**config.mk**
```make
export PLATFORM = sky130hd
export DESIGN_NAME = ppu_spr_fetch
export DESIGN_NICKNAME = d
export VERILOG_FILES = /design/src/rtl/ppu_pkg.sv /design/src/rtl/ppu_spr_unit.sv /design/src/rtl/ppu_spr_fetch.sv
export SDC_FILE = /design/constraint.sdc
export NUM_CORES = 1
export LEC_CHECK = 0
export ABC_AREA = 1
export CORE_MARGIN = 2
export CORE_UTILIZATION = 55
export DETAILED_ROUTE_END_ITERATION = 7
export PLACE_DENSITY = 0.8
export SYNTH_ARGS = -nofsm -noshare
export SYNTH_HDL_FRONTEND = slang
export SYNTH_SLANG_ARGS = --single-unit
```
**constraint.sdc**
```tcl
create_clock -name clk -period 3.37 [get_ports clk]
set_clock_uncertainty 0.15 [all_clocks]
set_input_delay 0.8425 -clock clk [delete_from_list [all_inputs] [get_ports clk]]
set_output_delay 0.8425 -clock clk [all_outputs]
set_load 0.005 [all_outputs]
```
**src/rtl/ppu_pkg.sv**
```systemverilog
// Shared PPU constants: dot/line windows, sprite attribute bit positions and
// the pattern-table address layout used by the sprite fetcher.
package ppu_pkg;

  localparam int unsigned NUM_SLOTS = 8;

  localparam logic [9:0] RENDER_FIRST   = 10'd1;
  localparam logic [9:0] RENDER_LAST    = 10'd256;
  localparam logic [9:0] FETCH_FIRST    = 10'd257;
  localparam logic [9:0] FETCH_LAST     = 10'd320;
  localparam logic [9:0] SPR0_LATCH_DOT = 10'd256;

  localparam logic [9:0] LINE_VIS_FIRST = 10'd1;
  localparam logic [9:0] LINE_VIS_LAST  = 10'd240;

  localparam int unsigned ATTR_VFLIP   = 7;
  localparam int unsigned ATTR_HFLIP   = 6;
  localparam int unsigned ATTR_PRIO    = 5;
  localparam int unsigned ATTR_PAL_MSB = 1;
  localparam int unsigned ATTR_PAL_LSB = 0;

  // Eight cycles per slot; the phase is the low three bits of (x_idx - 257).
  typedef enum logic [2:0] {
    PH_Y_ADDR   = 3'd0,
    PH_Y_CAP    = 3'd1,
    PH_TILE_CAP = 3'd2,
    PH_ATTR_CAP = 3'd3,
    PH_X_CAP    = 3'd4,
    PH_LO_CAP   = 3'd5,
    PH_HI_ADDR  = 3'd6,
    PH_HI_CAP   = 3'd7
  } fetch_phase_t;

  typedef struct packed {
    logic [2:0] zero;
    logic       pt_sel;
    logic [7:0] tile;
    logic       plane;
    logic [2:0] row;
  } pat_addr_t;

  function automatic logic [15:0] pattern_addr(input logic       pt_sel,
                                               input logic [7:0] tile,
                                               input logic       plane,
                                               input logic [2:0] row);
    pat_addr_t a;
    a.zero   = 3'b000;
    a.pt_sel = pt_sel;
    a.tile   = tile;
    a.plane  = plane;
    a.row    = row;
    return a;
  endfunction

  function automatic logic [7:0] bit_rev8(input logic [7:0] b);
    logic [7:0] r;
    for (int i = 0; i < 8; i++) begin
      r[i] = b[7-i];
    end
    return r;
  endfunction

endpackage

```
**src/rtl/ppu_spr_unit.sv**
```systemverilog
// One sprite output slot: X down-counter, palette/priority attributes and the
// two pattern shifters that emit one pixel per render dot once X reaches zero.
module ppu_spr_unit
  import ppu_pkg::*;
(
  input  logic       clk,
  input  logic       reset,
  input  logic       load,
  input  logic [7:0] load_x,
  input  logic [1:0] load_pal,
  input  logic       load_prio,
  input  logic [7:0] load_lo,
  input  logic [7:0] load_hi,
  input  logic       shift_en,
  output logic [1:0] pix,
  output logic [1:0] pal,
  output logic       prio
);

  logic [7:0] x_cnt_reg;
  logic [7:0] lo_reg;
  logic [7:0] hi_reg;
  logic [1:0] pal_reg;
  logic       prio_reg;

  always_ff @(posedge clk or negedge reset) begin
    if (!reset) begin
      x_cnt_reg <= 8'd0;
      lo_reg    <= 8'd0;
      hi_reg    <= 8'd0;
      pal_reg   <= 2'd0;
      prio_reg  <= 1'b0;
    end else if (load) begin
      x_cnt_reg <= load_x;
      lo_reg    <= load_lo;
      hi_reg    <= load_hi;
      pal_reg   <= load_pal;
      prio_reg  <= load_prio;
    end else if (shift_en) begin
      if (x_cnt_reg != 8'd0) begin
        x_cnt_reg <= x_cnt_reg - 8'd1;
      end else begin
        // Zero fill makes the slot transparent once its eight pixels are out.
        lo_reg <= {lo_reg[6:0], 1'b0};
        hi_reg <= {hi_reg[6:0], 1'b0};
      end
    end
  end

  assign pix  = (x_cnt_reg == 8'd0) ? {hi_reg[7], lo_reg[7]} : 2'b00;
  assign pal  = pal_reg;
  assign prio = prio_reg;

endmodule

```
**src/rtl/ppu_spr_fetch.sv**
```systemverilog
// Sprite pattern fetch (dots 257..320) from secondary OAM and VRAM into eight
// output slots, and the per-dot priority mux producing the registered sprite pixel.
module ppu_spr_fetch
  import ppu_pkg::*;
(
  input  logic        clk,
  input  logic        reset,
  input  logic [9:0]  x_idx,
  input  logic [9:0]  scanline,
  input  logic        spr_pt_addr,
  input  logic [3:0]  spr_count,
  input  logic        spr0_found,
  output logic [4:0]  s_oam_addr,
  input  logic [7:0]  s_oam_data,
  output logic [15:0] VRAM_addr,
  input  logic [7:0]  VRAM_data_in,
  output logic [3:0]  pixel,
  output logic        spr_priority,
  output logic        spr0_opaque
);

  logic         in_fetch;
  logic         in_render;
  logic         vis_line;
  logic [5:0]   fetch_off;
  logic [2:0]   slot;
  fetch_phase_t phase;

  assign in_fetch  = (x_idx >= FETCH_FIRST) && (x_idx <= FETCH_LAST);
  assign in_render = (x_idx >= RENDER_FIRST) && (x_idx <= RENDER_LAST);
  assign vis_line  = (scanline >= LINE_VIS_FIRST) && (scanline <= LINE_VIS_LAST);
  assign fetch_off = 6'(x_idx - FETCH_FIRST);
  assign slot      = fetch_off[5:3];
  assign phase     = fetch_phase_t'(fetch_off[2:0]);

  logic [7:0]  y_reg;
  logic [7:0]  tile_reg;
  logic [7:0]  x_reg;
  logic [7:0]  lo_reg;
  logic        vflip_reg;
  logic        hflip_reg;
  logic        prio_reg;
  logic [1:0]  pal_reg;
  logic        armed_reg;
  logic        spr0_latch_reg;
  logic [4:0]  s_oam_addr_reg;
  logic [15:0] vram_addr_reg;
  logic [3:0]  pixel_reg;
  logic        priority_reg;
  logic        spr0_opaque_reg;

  logic [2:0] row_raw;
  logic [2:0] row;

  // Row within the tile for the line being fetched for; truncation is intended.
  assign row_raw = 3'(scanline - 10'd1 - {2'b00, y_reg});
  assign row     = vflip_reg ? ~row_raw : row_raw;

  logic       slot_live;
  logic       load_cycle;
  logic [7:0] lo_load;
  logic [7:0] hi_load;

  assign slot_live  = ({1'b0, slot} < spr_count);
  // armed_reg blocks loads from a window that began before reset was released.
  assign load_cycle = in_fetch && (phase == PH_HI_CAP) && armed_reg;
  assign lo_load    = !slot_live ? 8'h00 : (hflip_reg ? bit_rev8(lo_reg) : lo_reg);
  assign hi_load    = !slot_live ? 8'h00 :
                      (hflip_reg ? bit_rev8(VRAM_data_in) : VRAM_data_in);

  logic [1:0] unit_pix  [NUM_SLOTS];
  logic [1:0] unit_pal  [NUM_SLOTS];
  logic       unit_prio [NUM_SLOTS];

  generate
    for (genvar gi = 0; gi < NUM_SLOTS; gi++) begin : g_unit
      ppu_spr_unit u_unit (
        .clk      (clk),
        .reset    (reset),
        .load     (load_cycle && (slot == 3'(gi))),
        .load_x   (x_reg),
        .load_pal (pal_reg),
        .load_prio(prio_reg),
        .load_lo  (lo_load),
        .load_hi  (hi_load),
        .shift_en (in_render),
        .pix      (unit_pix[gi]),
        .pal      (unit_pal[gi]),
        .prio     (unit_prio[gi])
      );
    end
  endgenerate

  logic [3:0] win_pix;
  logic       win_prio;
  logic       win_slot0;

  // Walk from the highest slot down so the lowest opaque slot is left standing.
  always_comb begin
    win_pix   = 4'd0;
    win_prio  = 1'b0;
    win_slot0 = 1'b0;
    for (int i = NUM_SLOTS - 1; i >= 0; i--) begin
      if (unit_pix[i] != 2'b00) begin
        win_pix   = {unit_pal[i], unit_pix[i]};
        win_prio  = unit_prio[i];
        win_slot0 = (i == 0);
      end
    end
  end

  always_ff @(posedge clk or negedge reset) begin
    if (!reset) begin
      y_reg           <= 8'd0;
      tile_reg        <= 8'd0;
      x_reg           <= 8'd0;
      lo_reg          <= 8'd0;
      vflip_reg       <= 1'b0;
      hflip_reg       <= 1'b0;
      prio_reg        <= 1'b0;
      pal_reg         <= 2'd0;
      armed_reg       <= 1'b0;
      spr0_latch_reg  <= 1'b0;
      s_oam_addr_reg  <= 5'd0;
      vram_addr_reg   <= 16'd0;
      pixel_reg       <= 4'd0;
      priority_reg    <= 1'b0;
      spr0_opaque_reg <= 1'b0;
    end else begin
      if (x_idx == SPR0_LATCH_DOT) begin
        spr0_latch_reg <= spr0_found;
      end
      if (x_idx == FETCH_FIRST) begin
        armed_reg <= 1'b1;
      end

      if (in_fetch) begin
        case (phase)
          PH_Y_ADDR: begin
            s_oam_addr_reg <= {slot, 2'd0};
          end
          PH_Y_CAP: begin
            y_reg          <= s_oam_data;
            s_oam_addr_reg <= {slot, 2'd1};
          end
          PH_TILE_CAP: begin
            tile_reg       <= s_oam_data;
            s_oam_addr_reg <= {slot, 2'd2};
          end
          PH_ATTR_CAP: begin
            vflip_reg      <= s_oam_data[ATTR_VFLIP];
            hflip_reg      <= s_oam_data[ATTR_HFLIP];
            prio_reg       <= s_oam_data[ATTR_PRIO];
            pal_reg        <= s_oam_data[ATTR_PAL_MSB:ATTR_PAL_LSB];
            s_oam_addr_reg <= {slot, 2'd3};
          end
          PH_X_CAP: begin
            x_reg         <= s_oam_data;
            vram_addr_reg <= pattern_addr(spr_pt_addr, tile_reg, 1'b0, row);
          end
          PH_LO_CAP: begin
            lo_reg <= VRAM_data_in;
          end
          PH_HI_ADDR: begin
            vram_addr_reg <= pattern_addr(spr_pt_addr, tile_reg, 1'b1, row);
          end
          default: begin
          end
        endcase
      end

      if (in_render && vis_line) begin
        pixel_reg       <= win_pix;
        priority_reg    <= win_prio;
        spr0_opaque_reg <= win_slot0 && spr0_latch_reg;
      end else begin
        pixel_reg       <= 4'd0;
        priority_reg    <= 1'b0;
        spr0_opaque_reg <= 1'b0;
      end
    end
  end

  assign s_oam_addr   = s_oam_addr_reg;
  assign VRAM_addr    = vram_addr_reg;
  assign pixel        = pixel_reg;
  assign spr_priority = priority_reg;
  assign spr0_opaque  = spr0_opaque_reg;

endmodule
```
# Word level (Yosys, flattened, before mapping)
# Cells that the tools add are included.
# totals
in_bits,44
elab_cells,287
out_inout_bits,27
reg_bits,277
# classes
n_reduce_logical,82
eq_ne,24
n_bitwise,1
add_sub_neg,11
magnitude_cmp,7
mux,107
# op_table
op,n
8-bit 2-to-1 mux,76
8-bit zero test,8
8-bit nonzero test,8
8-bit by 1-bit subtractor with 8-bit output (second input constant),8
2-bit nonzero test,25
2-bit AND reduction,23
4-bit 2-to-1 mux,9
16-bit case mux with 2 select lines,1
3-bit == test (second input constant),8
10-bit by 9-bit == test with 1-bit output (second input constant),2
10-bit by 1-bit >= comparator with 1-bit output (second input constant),2
10-bit by 9-bit less-or-equal comparator with 1-bit output (second input constant),2
5-bit case mux with 4 select lines,1
2-bit 2-to-1 mux,8
2-bit by 1-bit inequality test with 1-bit output (second input constant),8
1-bit logical AND,15
3-bit by 2-bit == test with 1-bit output (second input constant),4
1-bit 2-to-1 mux,11
10-bit by 9-bit >= comparator with 1-bit output (second input constant),1
10-bit by 8-bit less-or-equal comparator with 1-bit output (second input constant),1
3-bit by 1-bit == test with 1-bit output (second input constant),2
3-bit zero test,2
6-bit by 1-bit subtractor with 6-bit output (second input constant),1
3-bit by 4-bit less-than comparator with 1-bit output,1
other kinds (5),5

# Logic depth before layout (Yosys ltp)
# depth
word_depth,12
ltp_mapped,16
ltp_nobuf,16

# Modules after synthesis
# Synthesis repeated with hierarchy kept, for this count alone.
# unflattened
cells_unflattened,2036
area_unflattened_um2,16251.8
# modules_own_cells
module,n_inst,area_each_um2,seq_area_each_um2,cells_per_inst
ppu_spr_unit (g_unit[0].u_unit ...),7,1621.6,675.6,198
ppu_spr_fetch,1,3309.4,1451.4,453
ppu_spr_unit (g_unit[7].u_unit),1,1591.5,675.6,197

# Worst setup path after synthesis
# OpenSTA, ideal clock, no wires.
# synth_timing
path_type,input -> register
from,input port x_idx[2]
to,register g_unit[2].u_unit.hi_reg[1]
arrival_time_ns,2.575
setup_ns,0.065
path_buffers,1
t_required_ns,3.155
cell_stages,12
slack_ns,0.580
path_cell_list,inv_2 nand2_1 inv_2 nand2_2 o21ai_2 ha_1 nand3_1 nand2_2 buf_2 nor2_1 o21ai_0 inv_1
# synth_via
elab_cells_between_ends,18
cone_classes,1 x add/sub; 5 x order compare; 3 x eq/ne; 2 x mux; 7 x reduce/logical
# synth_rtl
element,line_no,rtl
start: declaration,ppu_spr_fetch.sv:8,"input logic [9:0] x_idx,"
6-bit by 1-bit subtractor with 6-bit output (*),ppu_spr_fetch.sv:32,assign fetch_off = 6'(x_idx - FETCH_FIRST);
via fetch_off[5],ppu_spr_fetch.sv:25,logic [5:0] fetch_off;
branches (longest 4 deep; another with 3-bit by 4-bit less-than comparator with 1-bit output),-,
end signal: assignment,ppu_spr_unit.sv:36,hi_reg <= load_hi;
end signal: assignment,ppu_spr_unit.sv:45,"hi_reg <= {hi_reg[6:0], 1'b0};"
end: declaration,ppu_spr_unit.sv:22,logic [7:0] hi_reg;
# Mark *: on every way through the listed nets, which the timed path passes.
# A chain may end at the register's enable or synchronous reset.

# Final worst setup path
# layout_timing
from,input port x_idx[0]
to,register g_unit[5].u_unit.hi_reg[0]
# layout_via
elab_cells_between_ends,18
cone_classes,1 x add/sub; 5 x order compare; 3 x eq/ne; 2 x mux; 7 x reduce/logical
# layout_rtl
element,line_no
6-bit by 1-bit subtractor with 6-bit output (*),ppu_spr_fetch.sv:32
via fetch_off[4],ppu_spr_fetch.sv:25
branches (longest 4 deep; another with 3-bit by 4-bit less-than comparator with 1-bit output),-
end signal: assignment,ppu_spr_unit.sv:36
end signal: assignment,ppu_spr_unit.sv:45
end: declaration,ppu_spr_unit.sv:22
# Marks and branches as above.

==> results.py <==
metrics = {
    "timing": {
        "hold_viol": 0,
        "finalCritPeriodShare_pct": 91.7,
        "timing.hold.ws_ns": 0.114,
        "max_freq_ghz": 0.323,
        "slew_violations": 0,
        "setup_violations": 0,
        "rsz0062_at_grt": "no",
        "worstMarginPinSlew_ns": 0.887,
        "maxSlewHeadroom_pct": 40.5,
        "finalCriticalPeriod_ns": 3.09,
    },
    "finish": {
        "insertedDiodeCount": 0,
        "drive_above_1_share_pct": 9.59,
        "fill_cells": 1985,
        "finalNonFillerCells": 2186,
        "fin_area_sq_um": 16400,
        "final_cell_mix": "575 x nand2_1, 274 x dfrtp_1, 204 x inv_1",
        "fin_util_pct": 65.5,
        "syn2layout_area_growth_pct": 17.8,
        "final_common_cell": "nand2_1",
        "nets": 1896,
    },
    "worst_setup_path": {
        "r2r-start": "g_unit[1].u_unit.x_cnt_reg[0]",
        "end_kind": "flip-flop",
        "cp.required_ns": 3.66,
        "worstSetupStartpointType": "input port",
        "crit_fanout": 15,
        "worst-setup-path-type": "input port to flip-flop",
        "cp_top_family": "compound AO/OA/AOI/OAI gates",
        "r2r_setup_slack_ns": 0.74,
        "crit_chain": "clkdlybuf4s50_1, nor2_4, nand2_2, nand2_1, nand2_1, ha_1, a21o_1, nand3_1, nand2_2, inv_1, o211ai_1, o21ai_0",
        "worst_ep_arrival_time_ns": 3.39,
        "critical-path-max-stage-delay_ns": 0.47,
        "worstReg2RegEnd": "pixel[1]",
        "cp_num_buf_inv": 2,
        "reg2reg_depth": 12,
        "critPathSlowestCell": "clkdlybuf4s50_1",
    },
    "cts": {
        "hold_buffers": 0,
        "cts_buffers": 29,
        "clock_path_buffers": 3,
        "numClockSinks": 274,
        "tritoncts": "done",
        "worst_skew_pair.late_latency_ns": 0.54,
        "cts.clk_slew.worst_paths_ns": 0.06,
        "cts_root_buffer": "clkbuf_16",
        "cts-resized-gates": 0,
        "h-tree-depth": 1,
        "postCtsSetupBuffers": 0,
    },
    "floorplanning": {
        "die_h_microns": 163,
        "ios": 71,
        "fp.dieArea_sq_um": 26600,
        "rows": 58,
        "core_region_area_sq_um": 25000,
        "die_width_microns": 163,
        "start_util_pct": 55.6,
    },
    "placement": {
        "placed_cell_area_sq_um": 15300,
        "place.gp.congestion": 0.916,
        "io_buffers": 67,
        "dp_cells": 2134,
        "dpl.hpwl_microns": 24400,
    },
    "logic_synthesis": {
        "netlist_instances": 1725,
        "synth_top_area_share_pct": 49.2,
        "yosysWarnings": 0,
        "synth_top_area_cell": "dfrtp_1",
        "synth.area.top_cells": "dfrtp_1 49%, nand2_1 16%, inv_1 5.5%, nand3_1 4.7%, o21ai_0 4.5%",
        "yosysSeqAreaShare_pct": 49.2,
        "synth_area_per_cell_sq_um": 8.07,
        "synth-seq-cells": 274,
        "synth.distinct_cells": 46,
        "synthesis.area_sq_um": 13900,
    },
    "power": {
        "finalPower_uw": 12600,
        "ir_worst_vdd_uv": 547,
        "p_seq_share_pct": 41.7,
        "power.switching_uw": 4340,
        "swShare_pct": 34.5,
        "internal_power_uw": 8240,
        "p_leak_uw": 0.00808,
        "p_per_area_nw_per_um2": 767,
        "p_comb_share_pct": 30.0,
        "pwr-share-clk_pct": 28.3,
    },
    "route": {
        "drt-pass1-iter-count": 6,
        "vias": 12000,
        "drt-total-wl_microns": 35500,
        "drc": 0,
        "drt-initial-drc-count": 922,
        "drtAntennaViolNets": 0,
        "via_per_inst": 5.51,
        "wl_per_cell_microns": 16.2,
    },
    "global_route": {
        "grt_max_degree": 70,
        "grt_pass1_vias": 12000,
        "grt_overflow_total": 0,
        "track_usage_pct": 27.6,
        "grt_pass1_wl_microns": 59400,
        "antenna_found_initial": 0,
    },
    "outcome": {
        "status": "finished, final reports clean",
    },
    "hold_path": {
        "hp-class": "input port to asynchronous set/reset pin",
    },
    "job": {
        "cap_violations": 0,
    },
}
## cells in the mapped netlist (all sizes together)
cell type,number
nand4,6
nor2,86
nand3b,3
buf,38
or3,6
o21ai,148
nor3,19
o22ai,6
a32oi,1
nand3,131
ha,16
inv,218
clkinv,2
or2,3
xor2,29
o21a,1
a21o,1
a22oi,1
o31ai,2
o211ai,50
o221ai,34
fa,1
a21oi,16
dfrtp,274
nand2,585
conb,1
clkbuf,21
nor4,2
xnor2,24
## power by group through the flow
stage                     registers (uW)  clock network, uW  logic [uW]
final                               5250               3560        3780
after detailed placement            5260                  0        3710
after global placement              5220                  0        3530
after global routing                5380               3730        4280
after CTS                           5230               3580        3770
after floorplan                     5000                  0        2730
## cell type report
cell class                      count  area, sq um  share of cell area [%]
Timing Repair Buffer              136         1330                    8.11
Sequential cell                   274         6860                    41.8
Clock inverter                     17          270                    1.65
Inverter                          220          828                    5.05
Tap cell                          330          413                    2.52
Multi-Input combinational cell   1174         5910                    36.0
Clock buffer                       35          798                    4.87
## layer usage
layer	global-route usage [%]	up-vias	share of wire [%]
li1	-	5758	-
met1	35.8	5771	41
met2	47.0	429	49
met3	4.47	88	6.4
met4	9.69	0	3.0
met5	0	-	0
## cells by family (layout without fill, tap and decap cells)
| logic type | count (synthesis) | after routing | share of synthesized area, % |
|---|---|---|---|
| AND/OR/NAND/NOR | 841 | 841 | 25.9 |
| buffers and inverters | 279 | 408 | 8.41 |
| other | 1 | 3 | 0.0269 |
| XOR/XNOR | 53 | 53 | 3.33 |
| flip-flops | 274 | 274 | 49.2 |
| adder cells (fa/ha/maj) | 17 | 17 | 1.58 |
| AO/OA/AOI/OAI | 260 | 260 | 11.5 |
## how the worst max path moves through the flow
stage | slack, ns | depth (start not counted) | start | end
6_report | 0.28 | 12 | x_idx[0] | g_unit[5].u_unit.hi_reg[0]
3_3_place_gp | -0.13 | 12 | x_idx[0] | g_unit[5].u_unit.hi_reg[0]
4_1_cts | 0.32 | 12 | x_idx[0] | g_unit[5].u_unit.hi_reg[0]
2_1_floorplan | 0.58 | 12 | x_idx[2] | g_unit[2].u_unit.hi_reg[1]
5_1_grt | 0.13 | 12 | x_idx[0] | g_unit[5].u_unit.hi_reg[0]
3_5_place_dp | -0.22 | 12 | x_idx[0] | g_unit[5].u_unit.hi_reg[0]
## metrics by stage
stage / TNS (ns) / setup WS, ns
finish: 0 / 0.278
detailed placement: -2.99 / -0.220
global route: 0 / 0.134
floorplan: 0 / 0.581
global placement: -1.50 / -0.125
CTS: 0 / 0.325
No activity file was read; power rests on OpenSTA's default activity.
